--- src/rtl/specreg_port_ctrl_pkg.sv ---
// Shared definitions for the special-register port controller:
// register map, CTRL/STATUS bit positions and the handshake channel states.
package specreg_port_ctrl_pkg;

   localparam int unsigned RegInAddr  = 0;
   localparam int unsigned RegOutAddr = 1;
   localparam int unsigned RegOutData = 2;
   localparam int unsigned RegInData  = 3;
   localparam int unsigned RegCtrl    = 4;
   localparam int unsigned RegStatus  = 5;

   localparam int unsigned CtrlStartIn  = 0;
   localparam int unsigned CtrlStartOut = 1;

   localparam int unsigned StatInBusy    = 0;
   localparam int unsigned StatOutBusy   = 1;
   localparam int unsigned StatInDone    = 2;
   localparam int unsigned StatOutDone   = 3;
   localparam int unsigned StatInTimeout = 4;
   localparam int unsigned StatOutTimeout = 5;
   localparam int unsigned StatOverrun   = 6;

   typedef enum logic [1:0] {
      StIdle,
      StReq,
      StRel
   } chan_state_e;

endpackage

--- src/rtl/specreg_hs_chan.sv ---
// One 4-phase request/acknowledge channel with a request timeout.
// The payload (address, and data for output) is captured on start and held until the next start.
module specreg_hs_chan
   import specreg_port_ctrl_pkg::*;
#(
   parameter int unsigned PW      = 4,
   parameter int unsigned TIMEOUT = 255
) (
   input  logic          clk,
   input  logic          rst_n_i,
   input  logic          start_i,
   input  logic [PW-1:0] payload_i,
   input  logic          ack_i,
   output logic          req_o,
   output logic [PW-1:0] payload_o,
   output logic          busy_o,
   output logic          done_o,
   output logic          timeout_o,
   output logic          overrun_o,
   output logic          capture_o
);

   localparam int unsigned CntW = (TIMEOUT > 1) ? $clog2(TIMEOUT) : 1;
   localparam logic [CntW-1:0] CntLast = CntW'(TIMEOUT - 1);
   localparam bit TimeoutEn = (TIMEOUT != 0);

   chan_state_e   state_q, state_d;
   logic [CntW-1:0] cnt_q, cnt_d;
   logic [PW-1:0] payload_q, payload_d;

   always_comb begin
      state_d   = state_q;
      cnt_d     = cnt_q;
      payload_d = payload_q;
      done_o    = 1'b0;
      timeout_o = 1'b0;
      capture_o = 1'b0;
      overrun_o = start_i && (state_q != StIdle);
      unique case (state_q)
         StIdle: begin
            if (start_i) begin
               state_d   = StReq;
               payload_d = payload_i;
               cnt_d     = '0;
            end
         end
         StReq: begin
            // Ack takes priority over a timeout expiring on the same edge.
            if (ack_i) begin
               state_d   = StRel;
               capture_o = 1'b1;
            end else if (TimeoutEn && (cnt_q == CntLast)) begin
               state_d   = StIdle;
               timeout_o = 1'b1;
            end else begin
               cnt_d = cnt_q + 1'b1;
            end
         end
         StRel: begin
            if (!ack_i) begin
               state_d = StIdle;
               done_o  = 1'b1;
            end
         end
         default: state_d = StIdle;
      endcase
   end

   always_ff @(posedge clk or negedge rst_n_i) begin
      if (!rst_n_i) begin
         state_q   <= StIdle;
         cnt_q     <= '0;
         payload_q <= '0;
      end else begin
         state_q   <= state_d;
         cnt_q     <= cnt_d;
         payload_q <= payload_d;
      end
   end

   assign req_o     = (state_q == StReq);
   assign busy_o    = (state_q != StIdle);
   assign payload_o = payload_q;

endmodule

--- src/rtl/specreg_port_ctrl.sv ---
// Special-register block that drives an input and an output port through
// two independent 4-phase handshake channels.
module specreg_port_ctrl
   import specreg_port_ctrl_pkg::*;
#(
   parameter int unsigned NUM_REG  = 16,
   parameter int unsigned PA_WIDTH = 4,
   parameter int unsigned S_WIDTH  = 6,
   parameter int unsigned D_WIDTH  = 34,
   parameter int unsigned TIMEOUT  = 255
) (
   input  logic                clk,
   input  logic                rst_n_i,
   input  logic                write_enable_i,
   input  logic [S_WIDTH-1:0]  write_reg_i,
   input  logic [D_WIDTH-1:0]  write_data_i,
   input  logic [S_WIDTH-1:0]  read_reg_i,
   output logic [D_WIDTH-1:0]  read_data_o,
   output logic                in_req_o,
   output logic [PA_WIDTH-1:0] in_addr_o,
   input  logic [D_WIDTH-1:0]  in_data_i,
   input  logic                in_ack_i,
   output logic                out_req_o,
   output logic [PA_WIDTH-1:0] out_addr_o,
   output logic [D_WIDTH-1:0]  out_data_o,
   input  logic                out_ack_i
);

   localparam int unsigned IdxW = $clog2(NUM_REG);
   localparam int unsigned OutPW = PA_WIDTH + D_WIDTH;

   logic [D_WIDTH-1:0] regs_q [NUM_REG];
   logic [D_WIDTH-1:0] regs_d [NUM_REG];
   // STATUS bits 6..2 (overrun, out/in timeout, out/in done)
   logic [4:0] sticky_q, sticky_d;

   logic wr_valid, wr_ctrl, wr_status, wr_store;
   logic start_in, start_out;
   logic [IdxW-1:0] widx, ridx;

   logic in_busy, in_done, in_timeout, in_overrun, in_capture;
   logic out_busy, out_done, out_timeout, out_overrun, out_capture;
   logic [OutPW-1:0] out_payload;

   assign widx      = write_reg_i[IdxW-1:0];
   assign ridx      = read_reg_i[IdxW-1:0];
   assign wr_valid  = write_enable_i && (32'(write_reg_i) < NUM_REG);
   assign wr_ctrl   = wr_valid && (write_reg_i == S_WIDTH'(RegCtrl));
   assign wr_status = wr_valid && (write_reg_i == S_WIDTH'(RegStatus));
   assign wr_store  = wr_valid && !wr_ctrl && !wr_status
                      && (write_reg_i != S_WIDTH'(RegInData));
   assign start_in  = wr_ctrl && write_data_i[CtrlStartIn];
   assign start_out = wr_ctrl && write_data_i[CtrlStartOut];

   specreg_hs_chan #(
      .PW      (PA_WIDTH),
      .TIMEOUT (TIMEOUT)
   ) u_in_chan (
      .clk       (clk),
      .rst_n_i   (rst_n_i),
      .start_i   (start_in),
      .payload_i (regs_q[RegInAddr][PA_WIDTH-1:0]),
      .ack_i     (in_ack_i),
      .req_o     (in_req_o),
      .payload_o (in_addr_o),
      .busy_o    (in_busy),
      .done_o    (in_done),
      .timeout_o (in_timeout),
      .overrun_o (in_overrun),
      .capture_o (in_capture)
   );

   specreg_hs_chan #(
      .PW      (OutPW),
      .TIMEOUT (TIMEOUT)
   ) u_out_chan (
      .clk       (clk),
      .rst_n_i   (rst_n_i),
      .start_i   (start_out),
      .payload_i ({regs_q[RegOutAddr][PA_WIDTH-1:0], regs_q[RegOutData]}),
      .ack_i     (out_ack_i),
      .req_o     (out_req_o),
      .payload_o (out_payload),
      .busy_o    (out_busy),
      .done_o    (out_done),
      .timeout_o (out_timeout),
      .overrun_o (out_overrun),
      .capture_o (out_capture)
   );

   assign out_addr_o = out_payload[OutPW-1:D_WIDTH];
   assign out_data_o = out_payload[D_WIDTH-1:0];

   always_comb begin
      regs_d = regs_q;
      if (wr_store) begin
         regs_d[widx] = write_data_i;
      end
      if (in_capture) begin
         regs_d[RegInData] = in_data_i;
      end
   end

   // Clear first, then set, so a new event wins over a same-cycle W1C.
   always_comb begin
      logic [4:0] set_bits, clr_bits;
      set_bits = {in_overrun | out_overrun, out_timeout, in_timeout, out_done, in_done};
      clr_bits = wr_status ? write_data_i[StatOverrun:StatInDone] : 5'b0;
      sticky_d = (sticky_q & ~clr_bits) | set_bits;
   end

   always_ff @(posedge clk or negedge rst_n_i) begin
      if (!rst_n_i) begin
         for (int i = 0; i < NUM_REG; i++) begin
            regs_q[i] <= '0;
         end
         sticky_q <= '0;
      end else begin
         regs_q   <= regs_d;
         sticky_q <= sticky_d;
      end
   end

   always_comb begin
      read_data_o = '0;
      if (32'(read_reg_i) < NUM_REG) begin
         if (read_reg_i == S_WIDTH'(RegStatus)) begin
            read_data_o = D_WIDTH'({sticky_q, out_busy, in_busy});
         end else if (read_reg_i != S_WIDTH'(RegCtrl)) begin
            read_data_o = regs_q[ridx];
         end
      end
   end

   // Output capture strobe is not needed; only the input channel latches data.
   logic unused_out_capture;
   assign unused_out_capture = out_capture;

endmodule

--- config.mk ---
export PLATFORM = sky130hd
export DESIGN_NAME = specreg_port_ctrl
export DESIGN_NICKNAME = d
export VERILOG_FILES = /design/src/rtl/specreg_port_ctrl_pkg.sv /design/src/rtl/specreg_hs_chan.sv /design/src/rtl/specreg_port_ctrl.sv
export SDC_FILE = /design/constraint.sdc
export NUM_CORES = 1
export LEC_CHECK = 0
export BUFFER_PORTS_ARGS = -buffer_cell sky130_fd_sc_hd__buf_2
export CELL_PAD_IN_SITES_DETAIL_PLACEMENT = 2
export CELL_PAD_IN_SITES_GLOBAL_PLACEMENT = 2
export CORE_MARGIN = 10
export CORE_UTILIZATION = 47
export DETAILED_ROUTE_END_ITERATION = 10
export GPL_TIMING_DRIVEN = 0
export HOLD_SLACK_MARGIN = 0.15
export PLACE_DENSITY = 0.81
export SYNTH_ARGS = -nofsm -noshare
export SYNTH_HDL_FRONTEND = slang
export SYNTH_HIERARCHICAL = 1
export SYNTH_SLANG_ARGS = --single-unit
--- constraint.sdc ---
create_clock -name clk -period 3.9 [get_ports clk]
set_input_delay 0 -clock clk [delete_from_list [all_inputs] [get_ports clk]]
set_output_delay 0 -clock clk [all_outputs]
set_load 0.03 [all_outputs]
Word-level counts from Yosys, hierarchy flattened

Index checks and enable logic that the tools add are counted.

Output and inout port bits: 78
Register bits after elaboration: 611
Word-level logic and storage cells: 125
Bits of input ports: 85

Reductions and logical operators: 26
$add $sub $neg: 2
Eq/ne operators: 21
Muxes and demuxes: 42
Magnitude comparators: 5
Bitwise logic cells: 6

Operator list:

| operator                                                                     | number |
|---|---|
| 544-bit bitwise mux                                                          | 1 |
| 442-bit 2-to-1 mux                                                           | 1 |
| 34-bit 2-to-1 mux                                                            | 7 |
| 34-bit binary-select mux with 4-bit select                                   | 1 |
| 34-bit demux with 4-bit select                                               | 1 |
| 8-bit 2-to-1 mux                                                             | 6 |
| 8-bit case mux with 2 select lines                                           | 2 |
| 6-bit by 3-bit equality test with 1-bit output, second input constant        | 3 |
| 8-bit by 1-bit adder with 8-bit output, second input constant                | 2 |
| 8-bit equality test, second input constant                                   | 2 |
| 2-bit 2-to-1 mux                                                             | 8 |
| 6-bit by 5-bit less-than comparator with 1-bit output, second input constant | 2 |
| 1-bit 2-to-1 mux                                                             | 12 |
| 2-bit inequality test, second input constant                                 | 6 |
| 2-bit case mux with 3 select lines                                           | 2 |
| 1-bit logical AND                                                            | 11 |
| 5-bit greater-or-equal comparator, second input constant                     | 2 |
| 4-bit NOT with 5-bit output                                                  | 2 |
| 2-bit nonzero test                                                           | 5 |
| 4-bit AND reduction                                                          | 2 |
| 3-bit by 1-bit inequality test with 1-bit output, second input constant      | 2 |
| 6-bit by 2-bit inequality test with 1-bit output, second input constant      | 1 |
| 6-bit by 3-bit inequality test with 1-bit output, second input constant      | 1 |
| 3-bit AND reduction                                                          | 2 |
| 12 further kinds                                                             | 18 |

Depth between registers and ports, before layout

Gate-level depths: netlist (run 1).

Depth after elaboration: 9
Depth in mapped cells: 10
Mapped depth without buffers: 7

Cells and area by module

Netlist (run 1), hierarchy kept.

Modules (own cells, without submodules):

| module                        | cells an instance | times used | seq. area each (µm²) | area each (µm²) |
|---|---|---|---|---|
| specreg_port_ctrl             | 1394              | 1          | 12036.5              | 21763.4 |
| specreg_hs_chan at u_out_chan | 222               | 1          | 1201.2               | 1991.9 |
| specreg_hs_chan at u_in_chan  | 71                | 1          | 350.3                | 758.2 |

Worst setup path after synthesis (run 1)

No wires, ideal clock.

Path kind: input to output
Start: input port read_reg_i[0]
End: output port read_data_o[1]
Buffers on the path: 4
Arrival: 1871 ps
Setup slack: 2029 ps
Data required time: 3900 ps
Stages: 7
Cell sequence: buf_2 buf_4 buf_2 buf_2 mux2_2 a222oi_1 o21ai_0

Longest elaborated chain between the ends: 7
Elaborated cells between the ends (all ways): 10
Those cells by class: 1 x order compare; 2 x eq/ne; 6 x mux; 1 x bitwise

Ends and longest elaborated chain:

| what                                                 | line                     | RTL |
|---|---|---|
| start, declared                                      | specreg_port_ctrl.sv:17  | `input logic [S_WIDTH-1:0] read_reg_i,` |
| 4-bit NOT with 5-bit output (not written as such)    | specreg_port_ctrl.sv:130 | `read_data_o = regs_q[ridx];` |
| 34-bit binary-select mux with 4-bit select           | specreg_port_ctrl.sv:130 |  |
| 34-bit 2-to-1 mux (not written as such) (2 in a row) | specreg_port_ctrl.sv:130 |  |
| 34-bit 2-to-1 mux                                    | specreg_port_ctrl.sv:129 | `end else if (read_reg_i != S_WIDTH'(RegCtrl)) begin` |
| 34-bit 2-to-1 mux                                    | specreg_port_ctrl.sv:127 | `if (read_reg_i == S_WIDTH'(RegStatus)) begin` |
| 34-bit 2-to-1 mux (*)                                | specreg_port_ctrl.sv:126 | `if (32'(read_reg_i) < NUM_REG) begin` |
| end, declared                                        | specreg_port_ctrl.sv:18  | `output logic [D_WIDTH-1:0] read_data_o,` |

Every way passes the cells marked *; elsewhere a longest branch is shown, timed or not. The select of a mux whose other input is x is not followed.

Final worst setup path (run 1)

Start: input port write_reg_i[5]
End: register regs_q[39] (netlist name)

Longest elaborated chain between the ends: 7
Elaborated cells between the ends (all ways): 12
Those cells by class: 1 x order compare; 3 x eq/ne; 8 x reduce/logical

Ends and longest elaborated chain:

| what                                                  | line                     | RTL |
|---|---|---|
| start, declared                                       | specreg_port_ctrl.sv:15  | `input logic [S_WIDTH-1:0] write_reg_i,` |
| 6-bit by 5-bit less-than comparator with 1-bit output | specreg_port_ctrl.sv:47  | `assign wr_valid = write_enable_i && (32'(write_reg_i) < NUM_REG);` |
| 1-bit logical AND                                     | specreg_port_ctrl.sv:47  |  |
| 1-bit logical AND                                     | specreg_port_ctrl.sv:48  | `assign wr_ctrl = wr_valid && (write_reg_i == S_WIDTH'(RegCtrl));` |
| 1-bit zero test                                       | specreg_port_ctrl.sv:50  | `assign wr_store = wr_valid && !wr_ctrl && !wr_status` |
| 1-bit logical AND (2 in a row)                        | specreg_port_ctrl.sv:50  |  |
| 1-bit logical AND (*)                                 | specreg_port_ctrl.sv:51  | `&& (write_reg_i != S_WIDTH'(RegInData));` |
| end signal, assigned                                  | specreg_port_ctrl.sv:119 | `regs_q <= regs_d;` |
| end, declared                                         | specreg_port_ctrl.sv:32  | `logic [D_WIDTH-1:0] regs_q [NUM_REG];` |

Every way passes the cells marked *; elsewhere a longest branch is shown, timed or not.
A chain may end at the register's enable or synchronous reset.

==> flow_summary_export.csv, run 1 <==
group,metric,value,unit
sta,min_period,3.62,ns
sta,finalSetupTns,0,ns
worst_setup_path,crit_chain,"dlygate4sd3_1 -> buf_2 -> or3b_1 -> dlygate4sd3_1 -> buf_6 -> or2_1 -> buf_6 -> nor3b_4 -> buf_6 -> dlygate4sd3_1 -> mux2_2",
clock_tree,clockBufferDepth,3,
clock_tree,cts.sinks,543,
worst_setup_path,crit_fanout,10,
sta,clock_skew,0.0237,ns
detailed_routing,drc,0,
place,pre_cts_ws,1.03,ns
die,coreArea,0.0515,mm^2
grt,grt_pass1_vias,20700,
yosys,postSynthCellCount,1686,
sta,drv_slew,0,
hold_path,whs_endpoint,"regs_q[436]",
grt,gr-usage-all-layers,34.4,%
detailed_routing,dr.first_iter.drc_count,1456,
detailed_routing,drtAntennaViolNets,0,
detailed_routing,viasPerCell,6.47,
layout,fin_area,0.0295,mm^2
place,routabilityCongestion,0.793,
sta,setup_viol,0,
layout,area_growth,20.4,%
detailed_routing,first_pass_iters,5,
hold_path,hold_depth,3,
sta,hold_viol,0,
die,die_height,248,um
detailed_routing,num_vias,17800,
yosys,synthesis.area,0.0245,mm^2
hold_path,hold_start,"in_data_i[28]",
worst_setup_path,critPathTopFamily,"buffers and inverters",
yosys,syn_area_per_cell,14.5,um^2
worst_setup_path,slowest_delay,1.16,ns
sta,fmax,276,MHz
worst_setup_path,cp-end-kind,"flop",
layout,drive_gt1_share,43.8,%
outcome,outcome,"complete, but fails checks",
clock_tree,cts_tree,"built",
yosys,ys_warn_count,6,
worst_setup_path,critPathLaunchType,"input pin",
yosys,syn-num-nets,1775,
sta,hold_slack,0.158,ns
sta,min_period_over_period,92.8,%
sta,tightest_slew,1.49,ns
clock_tree,clk_pin_slew_worst_paths,0.06,ns
worst_setup_path,worst-path-buf-inv,7,
place,place_area,0.0263,mm^2
pwr,power.density,508,mW/mm^2
sta,maxSlewHeadroom,0.421,%
worst_setup_path,r2r_start,"u_in_chan/state_q[1]",
die,initial_core_util,47.6,%
worst_setup_path,crit_type,"in2reg",
grt,grt.overflow.total,0,
die,boundaryPins,163,
grt,antenna_found_initial,6,
worst_setup_path,cp.arrival,4.15,ns
place,port_buffers,159,
place,dp_hpwl,56000,um
die,dieArea,0.0617,mm^2
worst_setup_path,timing.rr.end,"regs_q[419]",
pwr,ir_drop,359,uV
clock_tree,cts_root_buf,"clkbuf_16",
die,dieWidth,248,um
worst_setup_path,cp_slowest_cell,"dlygate4sd3_1",
outcome,violations,"max-capacitance violations",
sta,fin_ws,0.281,ns
die,rows,83,
detailed_routing,post_drt_wl_per_cell,38.3,um
clock_tree,cts_buffers,60,
pwr,leakage,14.2,nW
worst_setup_path,r2r_slack,1.01,ns
clock_tree,cts_max_level,2,
worst_setup_path,reg2regPathDepth,6,
clock_tree,clkLatencyLatePin,0.66,ns
grt,grt_pass1_wl,153000,um
worst_setup_path,cp.required,4.43,ns
layout,final_core_util,57.3,%
clock_tree,cts_resized,0,
detailed_routing,totalWireLength,106000,um
sta,grt_setup_unrepaired,"false",
place,dp_cells,2532,
hold_path,hold_class,"in2reg",
pwr,finalPower,15.0,mW
grt,grt_max_degree,110,
clock_tree,post_cts.repair.setup_buffers,0,
layout,layout.cells.non_filler,2757,
layout,finalNetCount,2116,
run,drv_cap,1,
[repair_timing]
item / in CTS / in global routing
endpoints found under the hold margin: 706 / 0
hold buffers: 113 / 0
setup endpoints to repair: 0 / 0
[layout make-up]
type                            instances  area (um^2)
Antenna cell                            3         7.51
Buffer                                134          619
Tap cell                              680          851
Clock inverter                          9          138
Timing Repair Buffer                  279         2110
Inverter                               13         50.0
Fill cell                            4612        22000
Multi-Input combinational cell        996        10300
Clock buffer                          100         1880
Sequential cell                       543        13600
[tightest hold or removal path, stage by stage]
cell           delay, ns
dlygate4sd3_1       0.52
buf_2               0.11
mux2_2              0.14
[power by group]
part	internal, mW	switching (mW)	total, mW
clock	3.47	2.66	6.13
sequential	6.29	0.567	6.86
combinational	0.977	1.03	2.01
total	10.7	4.26	15.0
[sequential cells by signal, indices dropped and copies added (netlist names)]
name	count
regs_q	476
u_in_chan/state_q	2
u_out_chan/state_q	2
u_out_chan/payload_o	38
u_out_chan/cnt_q	8
sticky_q	5
u_in_chan/cnt_q	8
u_in_chan/payload_o	4
[placed cells by master, fill, tap and decap left out, types with 9 or more instances in the layout]
master	count
a21oi_1	13
buf_2	189
buf_4	9
clkbuf_1	100
clkbuf_16	62
clkbuf_8	19
dfrtp_1	543
dlygate4sd3_1	112
inv_1	12
mux2_2	487
mux2i_1	65
mux4_2	96
nand2_1	170
nor2_1	14
o21ai_0	12
o221ai_1	22
[how the worst max path moves through the flow]
stage                    from                       end  slack, ns  cells past startpoint
3_5_place_dp   write_reg_i[4]  u_out_chan/payload_o[10]       1.03                     11
6_report       write_reg_i[5]                regs_q[39]       0.28                     11
2_1_floorplan   read_reg_i[0]            read_data_o[1]       2.03                      7
5_1_grt        write_reg_i[5]                regs_q[40]       0.21                     11
3_3_place_gp          rst_n_i               regs_q[424]      -8.30                      1
4_1_cts        write_reg_i[5]                regs_q[45]       0.36                     11
[routing by layer]
layer / up-vias / track usage, % / part of all wire, %
li1: 6821 / - / -
met1: 9607 / 39.9 / 37
met2: 988 / 58.4 / 50
met3: 405 / 6.22 / 6.5
met4: 4 / 21.6 / 6.5
met5: - / 0 / 0.028
No activity file was read; power rests on OpenSTA's default activity.
==> run 2, diff against run 1 <==
--- a/config.mk
+++ b/config.mk
@@ -5,15 +5,16 @@
 export SDC_FILE = /design/constraint.sdc
 export NUM_CORES = 1
 export LEC_CHECK = 0
+export ABC_AREA = 1
 export BUFFER_PORTS_ARGS = -buffer_cell sky130_fd_sc_hd__buf_2
 export CELL_PAD_IN_SITES_DETAIL_PLACEMENT = 2
 export CELL_PAD_IN_SITES_GLOBAL_PLACEMENT = 2
 export CORE_MARGIN = 10
-export CORE_UTILIZATION = 47
+export CORE_UTILIZATION = 39
 export DETAILED_ROUTE_END_ITERATION = 10
 export GPL_TIMING_DRIVEN = 0
 export HOLD_SLACK_MARGIN = 0.15
-export PLACE_DENSITY = 0.81
+export PLACE_DENSITY_LB_ADDON = 0.1
 export SYNTH_ARGS = -nofsm -noshare
 export SYNTH_HDL_FRONTEND = slang
 export SYNTH_HIERARCHICAL = 1
==> run 2 against run 1 <==
Against the previous run:
- the flow now finishes without violations
- global-route usage shrank 3.5 points
- wire length grew 26%
- non-clock buffer count grew 129
- sequential share of layout area shrank 2.0 points
- cell count grew 85%
- register-to-register slack lost 0.15 ns
- critical path type is now in2out
- worst hold slack gained 0.028 ns
- total power grew 21%
- die area grew 39%
- sequential power grew 13%
==> flow_summary_export.csv, run 2 <==
group,metric,value,unit
sta,clock_skew,0.0136,ns
detailed_routing,totalWireLength,133000,um
yosys,postSynthCellCount,3769,
pwr,switchingPower,5.35,mW
place,port_buffers,126,
clock_tree,clk_pin_slew_worst_paths,0.06,ns
detailed_routing,num_vias,27300,
sta,maxSlewHeadroom,7.62,%
clock_tree,cts_tree,"built",
die,initial_core_util,39.2,%
layout,fin_area,0.0347,mm^2
pwr,p_sw_share,29.6,%
pwr,p_comb_share,14.5,%
run,drv_cap,0,
die,dieWidth,293,um
hold_path,hold_depth,4,
grt,grt_pass1_wl,199000,um
sta,drv_slew,0,
die,die_height,293,um
layout,layout.cells.non_filler,5100,
worst_setup_path,cp.required,3.90,ns
sta,setup_viol,0,
sta,hold_viol,0,
detailed_routing,first_pass_iters,5,
layout,drive_gt1_share,10.8,%
worst_setup_path,cp-end-kind,"output pin",
layout,final_core_util,46.8,%
clock_tree,clkLatencyLatePin,0.63,ns
die,coreArea,0.0742,mm^2
layout,multi_input_area,0.0108,mm^2
clock_tree,cts_root_buf,"clkbuf_16",
yosys,syn-num-nets,3858,
layout,fill_cells,8437,
die,boundaryPins,163,
layout,final_common_cell,"nand2_1",
clock_tree,cts.sinks,611,
detailed_routing,drc,0,
sta,min_period,3.24,ns
clock_tree,cts_resized,0,
sta,tightest_slew,1.38,ns
place,routabilityCongestion,0.863,
pwr,leakage,17.9,nW
layout,regMostFlops,"regs_q",
sta,grt_setup_unrepaired,"false",
layout,finalNetCount,4161,
worst_setup_path,crit_fanout,10,
grt,grt_max_degree,116,
worst_setup_path,cp.arrival,3.24,ns
grt,grt.overflow.total,0,
yosys,synthesis.area,0.0291,mm^2
pwr,pwr-share-clk,42.6,%
clock_tree,clockBufferDepth,3,
detailed_routing,viasPerCell,5.34,
pwr,ir_drop,587,uV
die,dieArea,0.0859,mm^2
sta,hold_slack,0.187,ns
detailed_routing,post_drt_wl_per_cell,26.1,um
sta,min_period_over_period,83.1,%
outcome,outcome,"complete, no violations",
place,place_area,0.0311,mm^2
hold_path,hold_class,"in2reg",
layout,final_cell_mix,"nand2_1, dfrtp_1, inv_1, o21ai_0, nand3_1",
die,rows,100,
worst_setup_path,reg2regPathDepth,7,
detailed_routing,drtAntennaViolNets,0,
place,dp_cells,4869,
worst_setup_path,critPathLaunchType,"input pin",
clock_tree,post_cts.repair.setup_buffers,0,
pwr,finalPower,18.1,mW
yosys,syn_area_per_cell,7.72,um^2
layout,area_growth,19.4,%
place,dp_hpwl,95400,um
grt,gr-usage-all-layers,30.9,%
sta,fmax,309,MHz
pwr,power.density,521,mW/mm^2
pwr,p_int,12.7,mW
clock_tree,cts_buffers,73,
pwr,power_frac_seq,42.9,%
grt,grt_pass1_vias,30300,
layout,largest_reg_flops,544,
clock_tree,cts_max_level,3,
layout,ff_latch_area,0.0153,mm^2
detailed_routing,dr.first_iter.drc_count,1817,
grt,antenna_found_initial,4,
worst_setup_path,crit_type,"in2out",
yosys,ys_warn_count,6,
[run 2: power by group through the flow]
stage / Sequential, mW / Clock, mW / Combinational (mW)
3_5_place_dp: 7.82 / 0 / 2.43
2_1_floorplan: 7.66 / 0 / 1.49
5_1_grt: 7.85 / 8.04 / 2.95
6_report: 7.77 / 7.70 / 2.62
4_1_cts: 7.74 / 7.76 / 2.57
3_3_place_gp: 7.78 / 0 / 2.26
[run 2: timing repair]
| item | 4_1_cts | 5_1_grt |
|---|---|---|
| hold buffers | 97 | 0 |
| hold endpoints to repair | 915 | 0 |
| endpoints found under the setup margin | 0 | 0 |
[run 2: final cells by class]
class | count | share of cell area [%]
inverter | 414 | 4.48
clock inverter | 29 | 1.25
multi-input combinational | 2430 | 31.1
clock buffer | 104 | 6.40
timing repair buffer | 228 | 5.09
buffer | 314 | 4.13
tap | 969 | 3.49
antenna | 1 | 0.00721
sequential | 611 | 44.0
[run 2: stage by stage]
stage          TNS [ns]  setup WS [ns]
4_1_cts               0          0.864
6_report              0          0.660
2_1_floorplan         0           2.44
3_5_place_dp          0          0.910
5_1_grt               0          0.695
3_3_place_gp   -6603.23         -10.91
[run 2: layer usage]
metal | vias up | track usage [%] | routed length [um]
li1 | 12200 | - | -
met1 | 14100 | 39.2 | 57000
met2 | 723 | 52.7 | 64300
met3 | 231 | 5.15 | 7370
met4 | 4 | 10.5 | 4350
met5 | - | 0 | 27
[run 2: path summary, 6_finish.rpt]
path / slack (ns) / to / startpoint
max: 0.66 / read_data_o[11] / read_reg_i[1]
min: 0.19 / regs_q[420] / in_data_i[12]
max reg2reg: 0.86 / regs_q[434] / u_in_chan/state_q[1]
min reg2reg: 0.46 / regs_q[359] / regs_q[359]
max in group asynchronous: 2.20 / regs_q[200] / rst_n_i
min in group asynchronous: 0.62 / u_out_chan/cnt_q[5] / rst_n_i
[run 2: critical path: stages]
cell	delay [ns]
buf_2	0.17
clkinv_1	0.22
clkbuf_1	0.84
clkbuf_1	0.55
nand2_1	0.24
nand3_1	0.14
nand3_1	0.17
a21oi_1	0.56
buf_2	0.32
